## src/rtl/top_level.sv

```systemverilog
// WSPR beacon core: loads a 21-byte configuration, packs and encodes the
// message into 162 4-FSK symbols, then keys them onto a phase-accumulator NCO.
//
// state  | meaning
// IDLE   | after reset, waiting for io_config_start
// LOAD   | collecting configuration bytes 0..20
// ENCODE | pack, convolutional encode, interleave (338 clocks)
// READY  | symbols valid, waiting for io_rf_start
// TX     | emitting symbols 0..161, each held for the symbol period
module top_level (
  input  logic       clock,
  input  logic       reset,
  input  logic [7:0] io_config_bits_in,
  input  logic       io_config_valid_in,
  input  logic       io_config_start,
  input  logic       io_rf_start,
  output logic       io_rf_out,
  output logic [1:0] io_bit_out
);

  typedef enum logic [2:0] {IDLE, LOAD, ENCODE, READY, TX} state_t;

  localparam logic [31:0] POLY_A = 32'hF2D05351;
  localparam logic [31:0] POLY_B = 32'hE4613C47;
  // Leftmost literal bit is sync[0]; sync[k] lives at bit 161-k.
  localparam logic [161:0] SYNC_VEC =
    162'b11000000100011100010_01011110000000100101_00000010110011010001_10100001101010101001_00101100011010100010_00001001001110110011_01000111000001010011_00000001101011000110_00;

  state_t         state;
  logic [7:0]     cfg [0:20];
  logic [4:0]     byte_idx;
  logic [8:0]     enc_step;
  logic [80:0]    msg;
  logic [31:0]    conv_sreg;
  logic [161:0]   enc_bits;
  logic [161:0]   data_bits;
  logic [7:0]     sym_idx;
  logic [31:0]    sym_timer;
  logic [31:0]    acc;
  logic [1:0]     sym_cur;

  logic [27:0]    n_val;
  logic [21:0]    m_val;
  logic [21:0]    m_pack;
  logic [31:0]    period_cfg;
  logic [31:0]    period_reload;
  logic [31:0]    base_cfg;
  logic [15:0]    step_cfg;
  logic [31:0]    acc_inc;
  logic [31:0]    sreg_next;
  logic [7:0]     ilv_i;
  logic [7:0]     ilv_j;
  logic [1:0]     sym_first;
  logic [1:0]     sym_next;

  function automatic logic [5:0] char_code(input logic [7:0] ch);
    if (ch >= 8'h30 && ch <= 8'h39) return 6'(ch - 8'h30);
    else if (ch >= 8'h41 && ch <= 8'h5A) return 6'(ch - 8'h37);
    else return 6'd36;
  endfunction

  // Both packs are exact modulo their field width, so narrow arithmetic suffices.
  always_comb begin
    n_val = {22'd0, char_code(cfg[0])};
    n_val = n_val * 28'd36 + {22'd0, char_code(cfg[1])};
    n_val = n_val * 28'd10 + {22'd0, char_code(cfg[2])};
    for (int k = 3; k < 6; k++)
      n_val = n_val * 28'd27 + {22'd0, char_code(cfg[k])} - 28'd10;
    m_val = (22'd179 - 22'd10 * ({14'd0, cfg[6]} - 22'd65) - ({14'd0, cfg[8]} - 22'd48)) * 22'd180
          + 22'd10 * ({14'd0, cfg[7]} - 22'd65) + ({14'd0, cfg[9]} - 22'd48);
    m_pack = m_val * 22'd128 + {14'd0, cfg[10]} + 22'd64;
  end

  always_comb begin
    ilv_i = enc_step[7:0] - 8'd82;
    for (int b = 0; b < 8; b++) ilv_j[b] = ilv_i[7-b];
  end

  assign period_cfg    = {cfg[11], cfg[12], cfg[13], cfg[14]};
  assign base_cfg      = {cfg[15], cfg[16], cfg[17], cfg[18]};
  assign step_cfg      = {cfg[19], cfg[20]};
  assign period_reload = (period_cfg == 32'd0) ? 32'd0 : period_cfg - 32'd1;
  assign acc_inc       = base_cfg + {30'd0, sym_cur} * {16'd0, step_cfg};
  assign sreg_next     = {conv_sreg[30:0], msg[80]};
  assign sym_first     = {data_bits[0], SYNC_VEC[161]};
  assign sym_next      = {data_bits[sym_idx + 8'd1], SYNC_VEC[8'd160 - sym_idx]};

  assign io_rf_out  = acc[31];
  assign io_bit_out = sym_cur;

  always_ff @(posedge clock) begin
    if (!reset) begin
      state     <= IDLE;
      byte_idx  <= 5'd0;
      for (int i = 0; i < 21; i++) cfg[i] <= 8'd0;
      enc_step  <= 9'd0;
      msg       <= '0;
      conv_sreg <= 32'd0;
      enc_bits  <= '0;
      data_bits <= '0;
      sym_idx   <= 8'd0;
      sym_timer <= 32'd0;
      acc       <= 32'd0;
      sym_cur   <= 2'd0;
    end else if (io_config_start) begin
      state     <= LOAD;
      byte_idx  <= 5'd0;
      enc_step  <= 9'd0;
      sym_idx   <= 8'd0;
      sym_timer <= 32'd0;
      acc       <= 32'd0;
      sym_cur   <= 2'd0;
    end else begin
      case (state)
        IDLE: ;
        LOAD: begin
          if (io_config_valid_in) begin
            cfg[byte_idx] <= io_config_bits_in;
            byte_idx      <= byte_idx + 5'd1;
            if (byte_idx == 5'd20) begin
              state    <= ENCODE;
              enc_step <= 9'd0;
            end
          end
        end
        ENCODE: begin
          enc_step <= enc_step + 9'd1;
          if (enc_step == 9'd0) begin
            msg       <= {n_val, m_pack, 31'd0};
            conv_sreg <= 32'd0;
          end else if (enc_step <= 9'd81) begin
            conv_sreg <= sreg_next;
            msg       <= {msg[79:0], 1'b0};
            enc_bits  <= {^(sreg_next & POLY_B), ^(sreg_next & POLY_A), enc_bits[161:2]};
          end else begin
            // enc_bits drains LSB-first, so enc_bits[0] is always the next encoded bit
            if (ilv_j < 8'd162) begin
              data_bits[ilv_j] <= enc_bits[0];
              enc_bits         <= {1'b0, enc_bits[161:1]};
            end
            if (enc_step == 9'd337) state <= READY;
          end
        end
        READY: begin
          if (io_rf_start) begin
            state     <= TX;
            sym_idx   <= 8'd0;
            sym_timer <= period_reload;
            sym_cur   <= sym_first;
            acc       <= 32'd0;
          end
        end
        TX: begin
          acc <= acc + acc_inc;
          if (sym_timer == 32'd0) begin
            if (sym_idx == 8'd161) begin
              state   <= READY;
              sym_idx <= 8'd0;
              sym_cur <= 2'd0;
              acc     <= 32'd0;
            end else begin
              sym_idx   <= sym_idx + 8'd1;
              sym_timer <= period_reload;
              sym_cur   <= sym_next;
            end
          end else begin
            sym_timer <= sym_timer - 32'd1;
          end
        end
        default: state <= IDLE;
      endcase
    end
  end

endmodule

```

## config.mk

```make
export PLATFORM = sky130hd
export DESIGN_NAME = top_level
export DESIGN_NICKNAME = d
export VERILOG_FILES = /design/src/rtl/top_level.sv
export SDC_FILE = /design/constraint.sdc
export NUM_CORES = 2
export LEC_CHECK = 0
export ABC_AREA = 1
export BUFFER_PORTS_ARGS = -buffer_cell sky130_fd_sc_hd__buf_2
export CAP_MARGIN = 20
export CELL_PAD_IN_SITES_DETAIL_PLACEMENT = 1
export CELL_PAD_IN_SITES_GLOBAL_PLACEMENT = 1
export CORE_ASPECT_RATIO = 1.25
export CORE_MARGIN = 2
export CORE_UTILIZATION = 38
export CTS_CLUSTER_SIZE = 10
export DETAILED_ROUTE_END_ITERATION = 12
export HOLD_SLACK_MARGIN = 0.05
export PLACE_DENSITY_LB_ADDON = 0.1
export SYNTH_ARGS = -nofsm -noshare
export SYNTH_HDL_FRONTEND = slang
export SYNTH_SLANG_ARGS = --single-unit
```

## constraint.sdc

```tcl
create_clock -name clock -period 19.03 [get_ports clock]
set_input_delay 2.8545 -clock clock [delete_from_list [all_inputs] [get_ports clock]]
set_output_delay 2.8545 -clock clock [all_outputs]
set_load 0.01 [all_outputs]
```

==> flow_summary_export.csv <==
group,metric,value,unit
drt,drtIter0Drc,1693,
drt,routed_wl,132200,um
synthesis,syn_avg_cell_area,8.011,um2
clocking,cts_hold_buf,0,
min_path,hp-start,"acc[7]",
floorplan,die_height,410.4,um
drt,detail_route.first_pass.iterations,8,
timing,relSlewSlack,29.25,%
clocking,cts_post_setup_buffers_inserted,0,
timing,hold_viol,0,
timing,rsz0062_at_grt,"no",
critical_path,timing.rr.start,"cfg[0][0]",
timing,maxSlewViolCount,0,
clocking,cts_max_path_buffers,3,
critical_path,critical_path_class,"flip-flop to flip-flop",
drt,drc,0,
critical_path,arrival,15.77,ns
critical_path,setup.worst_path.end_class,"flip-flop",
critical_path,crit_path_top_delay_cell,"fa_1",
synthesis,ys_dominant_reg_cell,"dfxtp_1",
drt,wl_per_cell,16.75,um
synthesis,ys_ff_latch,664,
timing,max_freq,0.06591,GHz
timing,min_period_over_period,79.72,%
floorplan,fp.dieArea,135100,um2
synthesis,synth_area,50220,um2
layout,layout_common_cells,"nand2_1 (1039), inv_1 (774), nor2_1 (587)",
grt,grt_pass1_vias,43950,
timing,fin_skew,0.04842,ns
critical_path,r2r_end,"msg[78]",
floorplan,ios,16,
clocking,clockRootBuffer,"clkbuf_16",
critical_path,r2r_slack,3.86,ns
synthesis,synth_fa_ha_area_share,21.30,%
min_path,hold-path-cell-count,2,
grt,antenna_found_initial,0,
synthesis,synth_top_family_by_area,"adder cells",
critical_path,start_kind,"flip-flop",
clocking,post_cts_resized,0,
drt,antenna_left,0,
timing,min_period,15.17,ns
synthesis,synthCells,6269,
flow_run,drv_cap,0,
clocking,htree_levels,3,
synthesis,synthArstFlopShare,0,%
floorplan,fp.coreArea,131600,um2
layout,final_common_cell,"nand2_1",
grt,grtUsageTotal,19.74,%
min_path,whs_endpoint,"acc[7]",
synthesis,synth-compound-area-share,19.21,%
clocking,clk_pin_slew,0.06,ns
critical_path,reg2reg_depth,72,
drt,vias,41330,
placement,place.gp.congestion,0.7984,
clocking,clk_latency,0.69,ns
layout,final_nets,6858,
synthesis,synth_warnings,0,
floorplan,die_w,329.2,um
timing,setup_violations,0,
floorplan,start_util,38.15,%
min_path,hp-class,"flip-flop to flip-flop",
critical_path,max_stage_delay,0.55,ns
placement,io_buffers,15,
critical_path,cp_max_fo,8,
placement,hpwl,92700,um
synthesis,synth-xor-area-share,4.151,%
layout,fillerInstances,15950,
floorplan,row_count,149,
timing,tightest_slew,1.057,ns
timing,tns,0,ns
grt,gr-total-overflow,0,
clocking,tritoncts,"yes",
grt,grt_pass1_wl,221800,um
synthesis,yosys.area_share.simple,16.59,%
synthesis,synth_edf_count,168,
grt,grt_max_degree,188,
drt,via_per_inst,5.235,
layout,drive_gt1_share,5.782,%
synthesis,ys_types,66,
clocking,cts_buffers,80,
layout,area_delta_synth_final,7.649,%
synthesis,synth_mux_area_share,0.3986,%
synthesis,seq_area_frac_synth,29.82,%
clocking,cts.sink_count,664,
critical_path,worst_ep_required_time,19.63,ns
outcome,status,"finished clean",
critical_path,path_common_cell,"ha_1",
==> metal layers <==
metal,wire length (um),track usage [%],up-vias
met3,2368,1.923,152
met2,68690,37.51,269
met4,2848,5.251,0
li1,-,-,20780
met1,58300,23.29,20130
met5,0,0,-
==> flip-flops by register name (all words and copies together), names as in the netlist <==
name and count:
io_bit_out 2, conv_sreg 31, acc 32, msg 50, sym_timer 32, state 3
cfg 168, enc_step 9, data_bits 162, sym_idx 8, enc_bits 162, byte_idx 5
==> cells in the mapped netlist, drive strengths merged, types with 15 or more instances <==
cell type / count / area share, %
nor3: 64 / 0.69
nand2: 1046 / 7.9
xnor2: 88 / 1.5
nor2: 613 / 4.8
clkbuf: 244 / 1.8
xor2: 150 / 2.6
o21ai: 435 / 4.3
dfxtp: 496 / 20
nor4: 15 / 0.20
buf: 55 / 0.73
o21a: 16 / 0.24
a311oi: 150 / 3.9
a21oi: 493 / 5.1
o211ai: 54 / 0.81
inv: 795 / 5.9
ha: 522 / 13
mux2i: 20 / 0.40
fa: 208 / 8.3
a22oi: 35 / 0.52
nand4: 40 / 0.50
a21o: 23 / 0.34
o32ai: 15 / 0.26
o221ai: 19 / 0.33
edfxtp: 168 / 10
o21bai: 16 / 0.24
nand3: 202 / 2.0
a31oi: 195 / 2.4
==> stage by stage <==
| step | util, % | hold WS, ns | area, um2 | worst slack, ns | instances |
|---|---|---|---|---|---|
| 6_report | 41.07 | 0.4624 | 54060 | 3.859 | 7894 |
| 5_1_grt | 41.07 | 0.4799 | 54060 | 2.217 | 7893 |
| 4_1_cts | 41.01 | 0.4658 | 53970 | 3.618 | 7890 |
| 3_5_place_dp | 39.19 | 0.4572 | 51580 | 3.651 | 7766 |
| 3_3_place_gp | 39.19 | 0.4521 | 51580 | 4.026 | 7766 |
| 2_1_floorplan | - | 0.4297 | 50230 | 5.328 | 6273 |
==> worst max-delay path, delay by kind of cell, from the launching register on <==
| kind | cells | cell delay, ns |
|---|---|---|
| compound gates | 11 | 1.81 |
| buf+inv | 12 | 0.92 |
| xor+xnor | 4 | 0.96 |
| simple gates | 24 | 3.49 |
| flops | 1 | 0.41 |
| fa+ha+maj | 21 | 7.50 |
==> final cells by class <==
cell class | instances | area [um2] | area share [%]
multi-input combinational | 4512 | 31020 | 57.39
sequential | 664 | 14980 | 27.71
inverter | 798 | 3019 | 5.585
clock buffer | 110 | 2177 | 4.027
tap | 1736 | 2172 | 4.018
timing repair buffer | 59 | 471.7 | 0.8726
clock inverter | 14 | 215.2 | 0.3981
antenna | 1 | 2.502 | 0.004629
==> logic make-up after synthesis <==
group                      count (synthesis)
and+or+nand+nor                         2016
xor gates and xnor gates                 238
adders and majority gates                730
muxes                                     20
DFF                                      664
AOI/OAI and AO/OA                       1502
buffers and inverters                   1097
other                                      2
==> worst max path at each step <==
stage	startpoint	end	slack (ns)	cells past startpoint
floorplan	cfg[0][0]	msg[78]	5.33	71
global placement	cfg[0][0]	msg[78]	4.03	72
detailed placement	cfg[0][0]	msg[78]	3.65	72
CTS	cfg[0][0]	msg[78]	3.62	72
global route	cfg[0][0]	msg[78]	2.22	73
finish	cfg[0][0]	msg[78]	3.86	72
Power is left out: the tool's default activity adds up to more than one toggle a clock period on the data nets, which glitch-free logic cannot reach.
